<file path="config.mk">
export PLATFORM = sky130hd
export DESIGN_NAME = lock_controller
export DESIGN_NICKNAME = d
export VERILOG_FILES = /design/src/rtl/lock_pkg.sv /design/src/rtl/lock_timer.sv /design/src/rtl/lock_controller.sv
export SDC_FILE = /design/constraint.sdc
export NUM_CORES = 1
export LEC_CHECK = 0
export ABC_AREA = 0
export BUFFER_PORTS_ARGS = -buffer_cell sky130_fd_sc_hd__buf_4
export CAP_MARGIN = 20
export CORE_MARGIN = 8
export CORE_UTILIZATION = 35
export DETAILED_ROUTE_END_ITERATION = 8
export GPL_TIMING_DRIVEN = 0
export SLEW_MARGIN = 25
export SYNTH_ARGS = -nofsm -noshare
export SYNTH_HDL_FRONTEND = slang
export SYNTH_SLANG_ARGS = --single-unit
</file>
<file path="constraint.sdc">
create_clock -name clk -period 2.83 [get_ports clk]
set_input_delay 0.283 -clock clk [delete_from_list [all_inputs] [get_ports clk]]
set_output_delay 0.283 -clock clk [all_outputs]
set_load 0.05 [all_outputs]
</file>
<file path="src/rtl/lock_pkg.sv">
// Shared types and constants for the code-lock sequencer: FSM states and LED/alarm driver commands.
package lock_pkg;

    typedef enum logic [2:0] {
        IDLE,
        ENTRY,
        CHECK,
        OPEN,
        FAIL,
        ALARM,
        ALARM_OFF,
        PROG
    } lock_state_t;

    localparam logic [2:0] CMD_LED0      = 3'b000;
    localparam logic [2:0] CMD_LED1      = 3'b001;
    localparam logic [2:0] CMD_LED2      = 3'b010;
    localparam logic [2:0] CMD_LED3      = 3'b011;
    localparam logic [2:0] CMD_LED4      = 3'b100;
    localparam logic [2:0] CMD_ALARM_ON  = 3'b101;
    localparam logic [2:0] CMD_ALARM_OFF = 3'b110;

    localparam logic [2:0] CODE_DIGITS = 3'd4;

    function automatic logic is_bcd(input logic [3:0] digit);
        return digit <= 4'd9;
    endfunction

endpackage

</file>
<file path="src/rtl/lock_timer.sv">
// Shared state timer: loadable down-counter with a done flag, plus a blink divider
// that restarts at phase 1 and toggles every BLINK_DIV cycles.
module lock_timer #(
    parameter int CNT_W     = 8,
    parameter int BLINK_DIV = 4
) (
    input  logic             clk,
    input  logic             rst_n,
    input  logic             load,
    input  logic [CNT_W-1:0] load_value,
    input  logic             enable,
    input  logic             blink_restart,
    output logic             done,
    output logic             blink_phase
);

    localparam int DIV_W = (BLINK_DIV > 1) ? $clog2(BLINK_DIV) : 1;
    localparam logic [DIV_W-1:0] DIV_LAST = DIV_W'(BLINK_DIV - 1);

    logic [CNT_W-1:0] count_q;
    logic [DIV_W-1:0] div_q;

    always_ff @(posedge clk or negedge rst_n) begin
        if (!rst_n) begin
            count_q <= '0;
        end else if (load) begin
            count_q <= load_value;
        end else if (enable && count_q != '0) begin
            count_q <= count_q - CNT_W'(1);
        end
    end

    assign done = (count_q == '0);

    // Divider free-runs; only its phase relative to the restart matters.
    always_ff @(posedge clk or negedge rst_n) begin
        if (!rst_n) begin
            div_q       <= '0;
            blink_phase <= 1'b1;
        end else if (blink_restart) begin
            div_q       <= '0;
            blink_phase <= 1'b1;
        end else if (div_q == DIV_LAST) begin
            div_q       <= '0;
            blink_phase <= ~blink_phase;
        end else begin
            div_q <= div_q + DIV_W'(1);
        end
    end

endmodule

</file>
<file path="src/rtl/lock_controller.sv">
// Code-lock sequencer: collects keypad digits, checks them against the stored code and drives the LED/alarm driver.
// Define LOCK_PROG_EN to allow reprogramming the code while the lock is open.
module lock_controller
    import lock_pkg::*;
#(
    parameter logic [15:0] DEFAULT_CODE = 16'h1234,
    parameter int          MAX_FAIL     = 3,
    parameter int          BLINK_DIV    = 12_500_000,
    parameter int          OPEN_CYCLES  = 100_000_000,
    parameter int          FAIL_CYCLES  = 50_000_000,
    parameter int          ALARM_CYCLES = 500_000_000
) (
    input  logic       clk,
    input  logic       rst_n,
    input  logic       key_valid,
    input  logic [3:0] key_digit,
    input  logic       key_clear,
    input  logic       prog_en,
    output logic [2:0] command,
    output logic       blink,
    output logic       unlock
);

    localparam int LONGEST_OF_TWO = (OPEN_CYCLES > FAIL_CYCLES) ? OPEN_CYCLES : FAIL_CYCLES;
    localparam int LONGEST        = (ALARM_CYCLES > LONGEST_OF_TWO) ? ALARM_CYCLES : LONGEST_OF_TWO;
    localparam int TIMER_W        = (LONGEST > 1) ? $clog2(LONGEST) : 1;
    localparam logic [2:0] MAX_FAIL_V = 3'(MAX_FAIL);

    lock_state_t        state_q, next_state;
    logic [2:0]         count_q, count_d;
    logic [15:0]        entry_q, entry_d;
    logic [2:0]         fail_q, fail_d, fail_inc;
    logic [15:0]        code_q;
    logic               digit_ok;
    logic               timer_load, timer_en, timer_done;
    logic               blink_restart, blink_phase;
    logic [TIMER_W-1:0] load_value;
    logic [2:0]         cmd_d;
    logic               blink_d, unlock_d;

`ifdef LOCK_PROG_EN
    logic [15:0] code_d;

    always_ff @(posedge clk or negedge rst_n) begin
        if (!rst_n) begin
            code_q <= DEFAULT_CODE;
        end else begin
            code_q <= code_d;
        end
    end
`else
    logic unused_prog_en;

    assign code_q         = DEFAULT_CODE;
    assign unused_prog_en = prog_en;
`endif

    assign digit_ok = key_valid && !key_clear && is_bcd(key_digit);
    assign fail_inc = (fail_q >= MAX_FAIL_V) ? MAX_FAIL_V : fail_q + 3'd1;
    assign timer_en = (state_q == OPEN) || (state_q == FAIL) ||
                      (state_q == ALARM) || (state_q == ALARM_OFF);
    assign blink_restart = (next_state != state_q) &&
                           ((next_state == FAIL) || (next_state == ALARM));

    lock_timer #(
        .CNT_W     (TIMER_W),
        .BLINK_DIV (BLINK_DIV)
    ) u_timer (
        .clk           (clk),
        .rst_n         (rst_n),
        .load          (timer_load),
        .load_value    (load_value),
        .enable        (timer_en),
        .blink_restart (blink_restart),
        .done          (timer_done),
        .blink_phase   (blink_phase)
    );

    always_ff @(posedge clk or negedge rst_n) begin
        if (!rst_n) begin
            state_q <= IDLE;
            count_q <= '0;
            entry_q <= '0;
            fail_q  <= '0;
        end else begin
            state_q <= next_state;
            count_q <= count_d;
            entry_q <= entry_d;
            fail_q  <= fail_d;
        end
    end

    // Timed states load the shared timer with CYCLES-1 so the state lasts exactly CYCLES.
    always_comb begin
        next_state = state_q;
        count_d    = count_q;
        entry_d    = entry_q;
        fail_d     = fail_q;
        timer_load = 1'b0;
        load_value = '0;
`ifdef LOCK_PROG_EN
        code_d     = code_q;
`endif
        case (state_q)
            IDLE, ENTRY: begin
                if (key_clear) begin
                    next_state = IDLE;
                    count_d    = '0;
                end else if (digit_ok) begin
                    entry_d    = {entry_q[11:0], key_digit};
                    count_d    = count_q + 3'd1;
                    next_state = (count_q == CODE_DIGITS - 3'd1) ? CHECK : ENTRY;
                end
            end
            CHECK: begin
                count_d    = '0;
                timer_load = 1'b1;
                if (entry_q == code_q) begin
                    next_state = OPEN;
                    fail_d     = '0;
                    load_value = TIMER_W'(OPEN_CYCLES - 1);
                end else if (fail_inc == MAX_FAIL_V) begin
                    next_state = ALARM;
                    fail_d     = fail_inc;
                    load_value = TIMER_W'(ALARM_CYCLES - 1);
                end else begin
                    next_state = FAIL;
                    fail_d     = fail_inc;
                    load_value = TIMER_W'(FAIL_CYCLES - 1);
                end
            end
            OPEN: begin
`ifdef LOCK_PROG_EN
                if (prog_en) begin
                    next_state = PROG;
                    count_d    = '0;
                end else if (timer_done) begin
                    next_state = IDLE;
                end
`else
                if (timer_done) begin
                    next_state = IDLE;
                end
`endif
            end
            FAIL: begin
                if (timer_done) begin
                    next_state = IDLE;
                end
            end
            ALARM: begin
                if (timer_done) begin
                    next_state = ALARM_OFF;
                    fail_d     = '0;
                    timer_load = 1'b1;
                    load_value = TIMER_W'(1);
                end
            end
            ALARM_OFF: begin
                if (timer_done) begin
                    next_state = IDLE;
                end
            end
`ifdef LOCK_PROG_EN
            PROG: begin
                if (key_clear) begin
                    next_state = IDLE;
                    count_d    = '0;
                end else if (digit_ok) begin
                    entry_d = {entry_q[11:0], key_digit};
                    if (count_q == CODE_DIGITS - 3'd1) begin
                        code_d     = {entry_q[11:0], key_digit};
                        count_d    = '0;
                        next_state = IDLE;
                    end else begin
                        count_d = count_q + 3'd1;
                    end
                end
            end
`endif
            default: begin
                next_state = IDLE;
                count_d    = '0;
            end
        endcase
    end

    // Outputs are registered from the current state, so they trail the state by one cycle.
    always_comb begin
        cmd_d    = CMD_LED0;
        blink_d  = 1'b1;
        unlock_d = 1'b0;
        case (state_q)
            IDLE, ENTRY: cmd_d = count_q;
            CHECK, FAIL: cmd_d = CMD_LED4;
            OPEN: begin
                cmd_d    = CMD_LED4;
                unlock_d = 1'b1;
            end
            ALARM:     cmd_d = CMD_ALARM_ON;
            ALARM_OFF: cmd_d = CMD_ALARM_OFF;
            PROG: begin
                cmd_d    = count_q;
                unlock_d = 1'b1;
            end
            default: cmd_d = CMD_LED0;
        endcase
        if (state_q == FAIL || state_q == ALARM) begin
            blink_d = blink_phase;
        end
    end

    always_ff @(posedge clk or negedge rst_n) begin
        if (!rst_n) begin
            command <= CMD_LED0;
            blink   <= 1'b1;
            unlock  <= 1'b0;
        end else begin
            command <= cmd_d;
            blink   <= blink_d;
            unlock  <= unlock_d;
        end
    end

endmodule

</file>
==> out/summary.md, run 1 <==
The flow ran to the end, and the final reports show no timing, DRC or antenna violations. For this design the ratio of total power to cell area is 817 mW/mm^2. The HPWL after detailed placement is 7540 um. After synthesis, the most frequently instantiated cells are nand2_1, dfrtp_1, nor2_1, o21ai_0. Counting the buffers created by CTS gives 9. The run gives 0 as the final setup violation count. The tools report the via count of the first global-routing pass as 3610. 14 I/O pins were placed.

Summing all placed instances gives a cell area of 0.00478 mm^2. After synthesis the netlist holds a flip-flop and latch count of 84. After global routing the overflow that remains totals 0. Final-stage net count: 535.

The flip-flop cell with the highest count after synthesis was dfrtp_1. The tools report the start point of the worst hold path as key_digit[2]. At the end of routability-driven placement, the weighted congestion stood at 0.868. Walking the worst path, the cells encountered are or4_4 -> or4_4 -> nor4_4 -> buf_2 -> nor4_1 -> o21ai_0 -> nand2_1. Clock-pin slew of the registers on the worst-case setup and hold paths: 0.06 ns. In this run, distinct cell masters in the synthesized netlist total 61. The transition time of the tightest slew-check pin was 0.752 ns; the fraction of layout cells with a size suffix above 1 was 11.0%. Type of the worst min-delay path: input pin to register.

The routed design has 11000 um of wire. In this run the worst setup path begins at u_timer.count_q[12]$_DFFE_PN0P_. After synthesis, the share of flip-flops with an asynchronous set or reset is 100%. For the final worst hold slack, the log shows 0.142 ns. The number of synthesized flops with an enable pin was 0; the share of Yosys cell area claimed by the top area cell type was 46.1%. VDD sags by at most 0.363 mV. In this run the standard cell core region covers 0.0125 mm^2. The clock tree synthesis step divided the H-tree into 3 levels.

Detailed routing placed a total of 425 um of wire on met3. The initialized floorplan defines 41 standard-cell rows. For the static leakage, the log shows 2.32 nW. Summed over all instances, the cell type with the most area after synthesis is dfrtp_1. Among the stages of the critical path, the cell type that occurs most often is or4_4. The count of input and output buffers was 12; the critical path data required time was 3.06 ns. Yosys attributes the largest share of cell area to dfrtp_1, nand2_1, nor2_1. The die is 129 um tall.

Category of the most critical setup path: register to register. The most common cell in the synthesized netlist is nand2_1. The first global-routing pass estimated 17900 um of wire. In this run the worst path has a maximum fanout of 10. From synthesis to final layout, the design area changed by 15.6%.

The worst endpoint data arrival time came out at 2.95 ns. Synthesized cell area: 0.00445 mm^2. Slowest library cell on the worst path: or4_4. The worst clock skew came out at 0.00637 ns. The run gives 5310 um as the amount of wire on met2 after detailed routing.

The number of clock sinks came out at 84. Across every metal layer, demand over resource in global routing totals 13.6%. The worst register-to-register path begins at u_timer.count_q[12]$_DFFE_PN0P_. The tools report the count of final hold-check violations as 0.

The highest layer touched by signal routing is met4. Worst path buffer plus inverter count: 1. Entering global routing, the biggest net connects 55 pins.

CTS placed an instance of clkbuf_16 at the clock tree root. The kind of cell adding the most delay to the critical path was simple AND/OR/NAND/NOR gates. The maximum clock path buffer count was 2; the average routed wire per standard cell was 15.8 um.

The number of design rule violations left after detail routing came out at 0. For the synthesized instance count, the log shows 490. Startpoint type of the worst setup path: a register.

The full die area came out at 0.0166 mm^2. TritonCTS built the clock tree. The multi-input combinational cells in the finished layout cover a total of 0.00219 mm^2. The effective utilization at floorplan is 35.5%.

The endpoint type of the worst setup path was a register. The total routed wire length on the met1 layer was 5100 um; the yosys synthesis warning count was 0. After filler insertion, the fill cell instance count of the layout stands at 1262.

In this run the horizontal extent of the chip is 129 um. The number of nets handed over by synthesis was 505. Measured against its own limit, the worst slew margin works out to 49.4%. 0 antenna diodes ended up in the layout.

The number of routed nets with antenna violations came out at 0. The post-layout minimum cycle time came out at 2.72 ns. The detailed router finished its first iteration with 323 violations. Dividing the detail-routed via count by the number of cells gives 5.36. Derived from the worst setup path, the maximum achievable clock frequency is 367 MHz. The largest single stage delay on the critical path is 0.58 ns.

For flop-to-flop paths, the worst setup slack is 0.11 ns. The final period utilization is 96.2%, and the final design area excluding fillers is 0.00514 mm^2. The number of vias after detailed routing was 3733. The logs give 0.00210 mm^2 for the storage element area and 0 for the max-cap check violation count.

For the worst-skew pair, the clock arrives at the later sink with an insertion delay of 0.34 ns. The tools report the final max-slew violation count as 0. The sequential cell area fraction in the yosys report came out at 47.3%.

The tools report the number of antenna violations at the first check in global routing as 0. A synthesized cell averages 9.08 um^2. Setup repair after global routing left no endpoint under its margin.

The number of optimization iterations in the first detailed-route pass was 5.
flip-flops by register name, indices dropped and copies added (netlist names):
register / flops
entry_q: 16
blink: 1
unlock: 1
state_q: 3
count_q: 3
command: 3
u_timer.div_q: 24
u_timer.blink_phase: 1
u_timer.count_q: 29
fail_q: 3
through the flow:
step                power [mW]  TNS, ns  setup WS (ns)  utilization (%)  instances
floorplan                 2.62        0          0.439                -        490
global placement          2.91   -0.401        -0.0761             38.0        674
detailed placement        2.96   -0.908         -0.150             38.2        675
CTS                       4.20        0         0.0902             40.8        694
global route              4.45        0         0.0416             41.1        697
finish                    4.20        0          0.109             41.1        697
per-layer routing:
metal,track usage (%),vias up
met3,2.90,13
li1,-,1797
met1,17.2,1836
met5,0,-
met4,5.67,0
met2,22.0,87
logic make-up after synthesis:
family | after synthesis | synth area share [%]
AOI/OAI and AO/OA | 95 | 14.7
xor gates and xnor gates | 28 | 5.51
adders and majority gates | 6 | 1.69
buffers and inverters | 35 | 3.77
DFF | 84 | 47.3
muxes | 2 | 0.450
and+or+nand+nor | 240 | 26.6
cell type report:
type / count / area share, %
Buffer: 22 / 2.31
Clock buffer: 12 / 4.99
Clock inverter: 4 / 0.924
Inverter: 13 / 0.949
Multi-Input combinational cell: 371 / 42.5
Sequential cell: 84 / 40.9
Tap cell: 172 / 4.18
Timing Repair Buffer: 19 / 3.21
worst paths after layout:
path,end,cells after the start
worst max-delay path,u_timer.count_q[23]$_DFFE_PN0P_,7
min in group asynchronous,count_q[1]$_DFFE_PN0P_,2
max in group asynchronous,u_timer.blink_phase$_DFFE_PN1P_,3
worst min register to register,command[2]$_DFF_PN0_,2
worst max register to register,u_timer.count_q[23]$_DFFE_PN0P_,7
worst min-delay path,entry_q[2]$_DFFE_PN0P_,3
where the power goes:
group	internal [mW]	switching [mW]
sequential	1.50	0.307
combinational	0.479	0.713
clock	0.729	0.477
timing repair:
action / in CTS / in global routing
pin swaps: 1 / 1
setup endpoints to repair: 10 / 10
gates resized for setup: 0 / 2
setup buffers: 2 / 3
hold endpoints to repair: 30 / 0
hold buffers: 1 / 0
tightest hold or removal path: stages:
cell and delay, ns:
buf_4 0.08, nand2_1 0.04, nand2_1 0.05
placed cells by master (no fill, tap or decap), drive strengths merged, types with 2 or more instances in the layout:
cell type	count
a21o	4
a21oi	18
a22o	11
a31o	3
a31oi	2
and2	3
and3	5
buf	31
clkbuf	21
clkinv	3
dfrtp	82
dfstp	2
ha	6
inv	12
mux2i	2
nand2	88
nand2b	3
nand3	15
nand3b	2
nand4	11
nor2	54
nor3	18
nor3b	2
nor4	14
nor4b	4
o21ai	29
o22ai	3
o31ai	11
o32ai	3
o41ai	2
or2	3
or3	5
or4	9
xnor2	14
xor2	14
Power figures use the tool's default switching activity.
==> run 2, diff against run 1 <==
--- a/config.mk
+++ b/config.mk
@@ -12,5 +12,5 @@
 export CORE_UTILIZATION = 35
 export DETAILED_ROUTE_END_ITERATION = 8
-export GPL_TIMING_DRIVEN = 0
+export GPL_TIMING_DRIVEN = 1
 export SLEW_MARGIN = 25
 export SYNTH_ARGS = -nofsm -noshare
==> constraint.sdc (replaced) <==
create_clock -name clk -period 2.83 [get_ports clk]
set_input_delay 0.1415 -clock clk [delete_from_list [all_inputs] [get_ports clk]]
set_output_delay 0.1415 -clock clk [all_outputs]
set_load 0.05 [all_outputs]
==> run 2 against run 1 <==
Clock skew hardly changed. Total power is 3.1% lower. Via count is 2.0% lower. Non-clock buffer count is 4 lower. Routed wire length is 8.9% lower. Largest power group unchanged. Utilization is 0.13 points lower. Sequential power hardly changed. Clock power is 9% lower.
==> out/summary.md, run 2 (same netlist as run 1, synthesis figures left out) <==
The net switching share of the total power is 36.0% (was 35.6%). The kind of cell adding the most delay to the critical path was simple AND/OR/NAND/NOR gates (unchanged). The type of the worst min-delay path is input pin to register (unchanged). The final setup violation count is 0 (unchanged). Number of fill cells in the layout: 1276 (was 1262).

The average routed wire per standard cell works out to 14.5 um (was 15.8 um). The run gives 0 (was 2) as the number of buffers added for setup after CTS. The tools report the endpoint type of the worst setup path as a register (unchanged). The final max-slew violation count is 0 (unchanged), and the count of standard-cell rows is 41 (unchanged). The category of the most critical setup path is register to register (unchanged).

The first-pass GRT wire length came out at 17300 um (was 17900 um). The tools report the standard cell area after detailed placement as 0.00480 mm^2 (was 0.00478 mm^2). The final period utilization was 92.4% (was 96.2%).

The register with the most flip-flops is u_timer.count_q (unchanged). The clock root buffer is clkbuf_16 (unchanged). The run gives 0.214 ns (was -0.150 ns) as the post-place setup slack. TritonCTS built the clock tree. The run gives 531 (was 535) as the final-stage net count.

The worst-path maximum fanout was 10 (unchanged). The tools report the start point of the worst hold path as key_clear (was key_digit[2]). The effective utilization at floorplan came out at 35.5% (unchanged). The number of top-level design ports was 14 (unchanged). The run gives 0.0166 mm^2 (unchanged) as the full die area.

The number of design rule violations left after detail routing is 0 (unchanged). The tools report the internal reg-to-reg setup slack as 0.22 ns (was 0.11 ns). The run gives 0 (unchanged) as the number of antenna violations at the first check in global routing. The combinational share of power is 28.7% (was 28.4%).

The core footprint is 0.0125 mm^2 (unchanged). The slowest library cell on the worst path is or4_4 (unchanged). The number of vias after detailed routing is 3659 (was 3733). The number of flip-flops in the largest register works out to 29 (unchanged).

The count of input and output buffers is 12 (unchanged). The run gives 10000 um (was 11000 um) as the wire length after detailed routing. The launch point of the worst reg-to-reg path is u_timer.count_q[12]$_DFFE_PN0P_ (unchanged). The chip width works out to 129 um (unchanged). The logs give 382 MHz (was 367 MHz) for the fmax and 3 (unchanged) for the number of H-tree levels. Highest-count cells in the layout ignoring fill and taps: nand2_1, dfrtp_1, nor2_1 (unchanged).

The startpoint type of the worst setup path is a register (unchanged). The proportion of power drawn by the clock network was 27.1% (was 28.7%); the internal power was 2.60 mW (was 2.70 mW). The logs give 44.2% (was 42.9%) for the register share of total power and 4.07 mW (was 4.20 mW) for the total design power. The post-layout minimum cycle time was 2.61 ns (was 2.72 ns); the growth of design area from synthesis to finish was 15.3% (was 15.6%). The net switching power figure is 1.47 mW (was 1.50 mW), and the number of routed nets with antenna violations is 0 (unchanged). Crit path cell chain: or4_4 -> or4_4 -> nor3_2 -> buf_4 -> a31oi_4 -> a21o_1 -> a22o_1 (was or4_4 -> or4_4 -> nor4_4 -> buf_2 -> nor4_1 -> o21ai_0 -> nand2_1).

Most frequent standard cell in the layout excluding fill and tap cells: nand2_1 (unchanged). The floorplan die height is 129 um (unchanged). Global placement routability congestion: 0.860 (was 0.868).

The worst setup margin is 0.215 ns (was 0.109 ns). The worst-case reg-to-reg path depth came out at 7 (unchanged). The number of clock sinks was 84 (unchanged). Top Registers: u_timer.count_q (29), u_timer.div_q (24), entry_q (16) (unchanged).

The run gives 265 (was 323) as the count of routing violations after the opening detailed-route iteration. The logs give 2.85 ns (was 2.95 ns) for the worst endpoint data arrival time and 0.35 ns (was 0.34 ns) for the clock latency on the worst-skew pair. The count of final hold-check violations is 0 (unchanged), and the half-perimeter wire length after placement is 7000 um (was 7540 um).

Destination of the worst hold path: state_q[0]$_DFF_PN0_ (was entry_q[2]$_DFFE_PN0P_). The transition time of the tightest slew-check pin was 0.751 ns (was 0.752 ns); the ratio of routed vias to standard cells was 5.28 (was 5.36). The tools report the number of buffers created by CTS as 9 (unchanged). The total power density per cell area works out to 794 mW/mm^2 (was 817 mW/mm^2). The via count of the first global-routing pass was 3582 (was 3610); the max-cap check violation count was 0 (unchanged). The most frequent cell on the critical path was or4_4 (unchanged). The logs give 0 ns (unchanged) for the final-layout setup total negative slack and 13.1% (was 13.6%) for the overall track demand over capacity in global routing.

The worst path buffer plus inverter count is 1 (unchanged). The stage delay of the slowest cell on the critical path came out at 0.58 ns (about the same). The logs give 41 (was 55) for the pin count of the biggest net entering global routing and 5 (unchanged) for the number of optimization iterations in the first detailed-route pass. The clock-pin slew of the registers on the worst-case setup and hold paths came out at 0.06 ns (about the same). The maximum clock path buffer count came out at 2 (unchanged).

The overall overflow remaining after global route came out at 0 (unchanged). The number of inserted diodes came out at 0 (unchanged). The run gives 3.07 ns (was 3.06 ns) as the critical path data required time. The worst clock skew came out at 0.00611 ns (was 0.00637 ns). Setup repair after global routing left no endpoint under its margin. The worst flop-to-flop path endpoint is u_timer.count_q[10]$_DFFE_PN0P_ (was u_timer.count_q[23]$_DFFE_PN0P_).

The static leakage is 2.31 nW (was 2.32 nW), and the final design area excluding fillers is 0.00513 mm^2 (was 0.00514 mm^2). The fraction of layout cells with a size suffix above 1 is 11.7% (was 11.0%). The run finished with clean final reports. The worst slew margin relative to its limit came out at 49.5% (was 49.4%). The count of cells along the worst hold path was 3 (unchanged); the worst-case vdd ir drop was 0.330 mV (was 0.363 mV).
run 2: changes by cell type in the layout (fill, tap and decap cells not counted), sizes merged:
cell | before | now
bufinv | 1 | 0
dlygate4sd3 | 1 | 5
clkinv | 3 | 4
clkinvlp | 1 | 2
buf | 31 | 32
clkbuf | 21 | 11
run 2: worst min-delay path, delay by kind of cell:
kind / cells / cell delay [ns]
AO/OA/AOI/OAI: 1 / 0.07
buffers and inverters: 1 / 0.09
AND/OR/NAND/NOR: 1 / 0.10
run 2: timing repair:
action                     4_1_cts  5_1_grt
gates resized for setup          0        0
setup endpoints to repair        0        0
hold endpoints to repair        41        0
hold buffers                     5        0
run 2: layer usage:
layer	routed length, um	up-vias	track usage [%]	share of wire, %
met5	0	-	0	0
met4	251	0	7.46	2.5
met3	377	15	2.65	3.8
met2	4560	68	20.2	45
met1	4840	1782	16.8	48
li1	-	1794	-	-
run 2: worst max path at each step:
stage | from | endpoint | slack, ns | depth (start not counted)
finish | u_timer.count_q[12]$_DFFE_PN0P_ | u_timer.count_q[10]$_DFFE_PN0P_ | 0.22 | 7
global route | u_timer.count_q[12]$_DFFE_PN0P_ | u_timer.count_q[10]$_DFFE_PN0P_ | 0.12 | 7
CTS | u_timer.count_q[12]$_DFFE_PN0P_ | u_timer.count_q[10]$_DFFE_PN0P_ | 0.21 | 7
detailed placement | u_timer.count_q[12]$_DFFE_PN0P_ | u_timer.count_q[10]$_DFFE_PN0P_ | 0.21 | 7
global placement | u_timer.count_q[0]$_DFFE_PN0P_ | u_timer.count_q[5]$_DFFE_PN0P_ | 0.23 | 9
floorplan | u_timer.count_q[12]$_DFFE_PN0P_ | u_timer.count_q[10]$_DFFE_PN0P_ | 0.44 | 7
run 2: final cells by class:
class                   instances  area (um^2)  share of cell area (%)
clock buffers                  11          243                    4.73
clock inverters                 5         37.5                   0.732
inverters                      13         48.8                   0.952
multi-input cells             371         2190                    42.7
flip-flops and latches         84         2100                    41.0
well taps                     172          215                    4.20
repair buffers                 37          290                    5.66
run 2: power by group through the flow:
| stage | Sequential, mW | Clock (mW) | Combinational, mW |
|---|---|---|---|
| 2_1_floorplan | 1.76 | 0 | 0.867 |
| 3_3_place_gp | 1.80 | 0 | 1.13 |
| 3_5_place_dp | 1.81 | 0 | 1.16 |
| 4_1_cts | 1.79 | 1.15 | 1.17 |
| 5_1_grt | 1.85 | 1.19 | 1.32 |
| 6_report | 1.80 | 1.10 | 1.17 |
run 2: through the flow:
step | utilization (%) | std cells | hold slack [ns]
after CTS | 41.0 | 693 | 0.0941
after floorplan | - | 490 | -0.154
final | 41.0 | 693 | 0.109
after global routing | 41.0 | 693 | 0.120
after global placement | 38.3 | 672 | 0.140
after detailed placement | 38.3 | 672 | 0.142
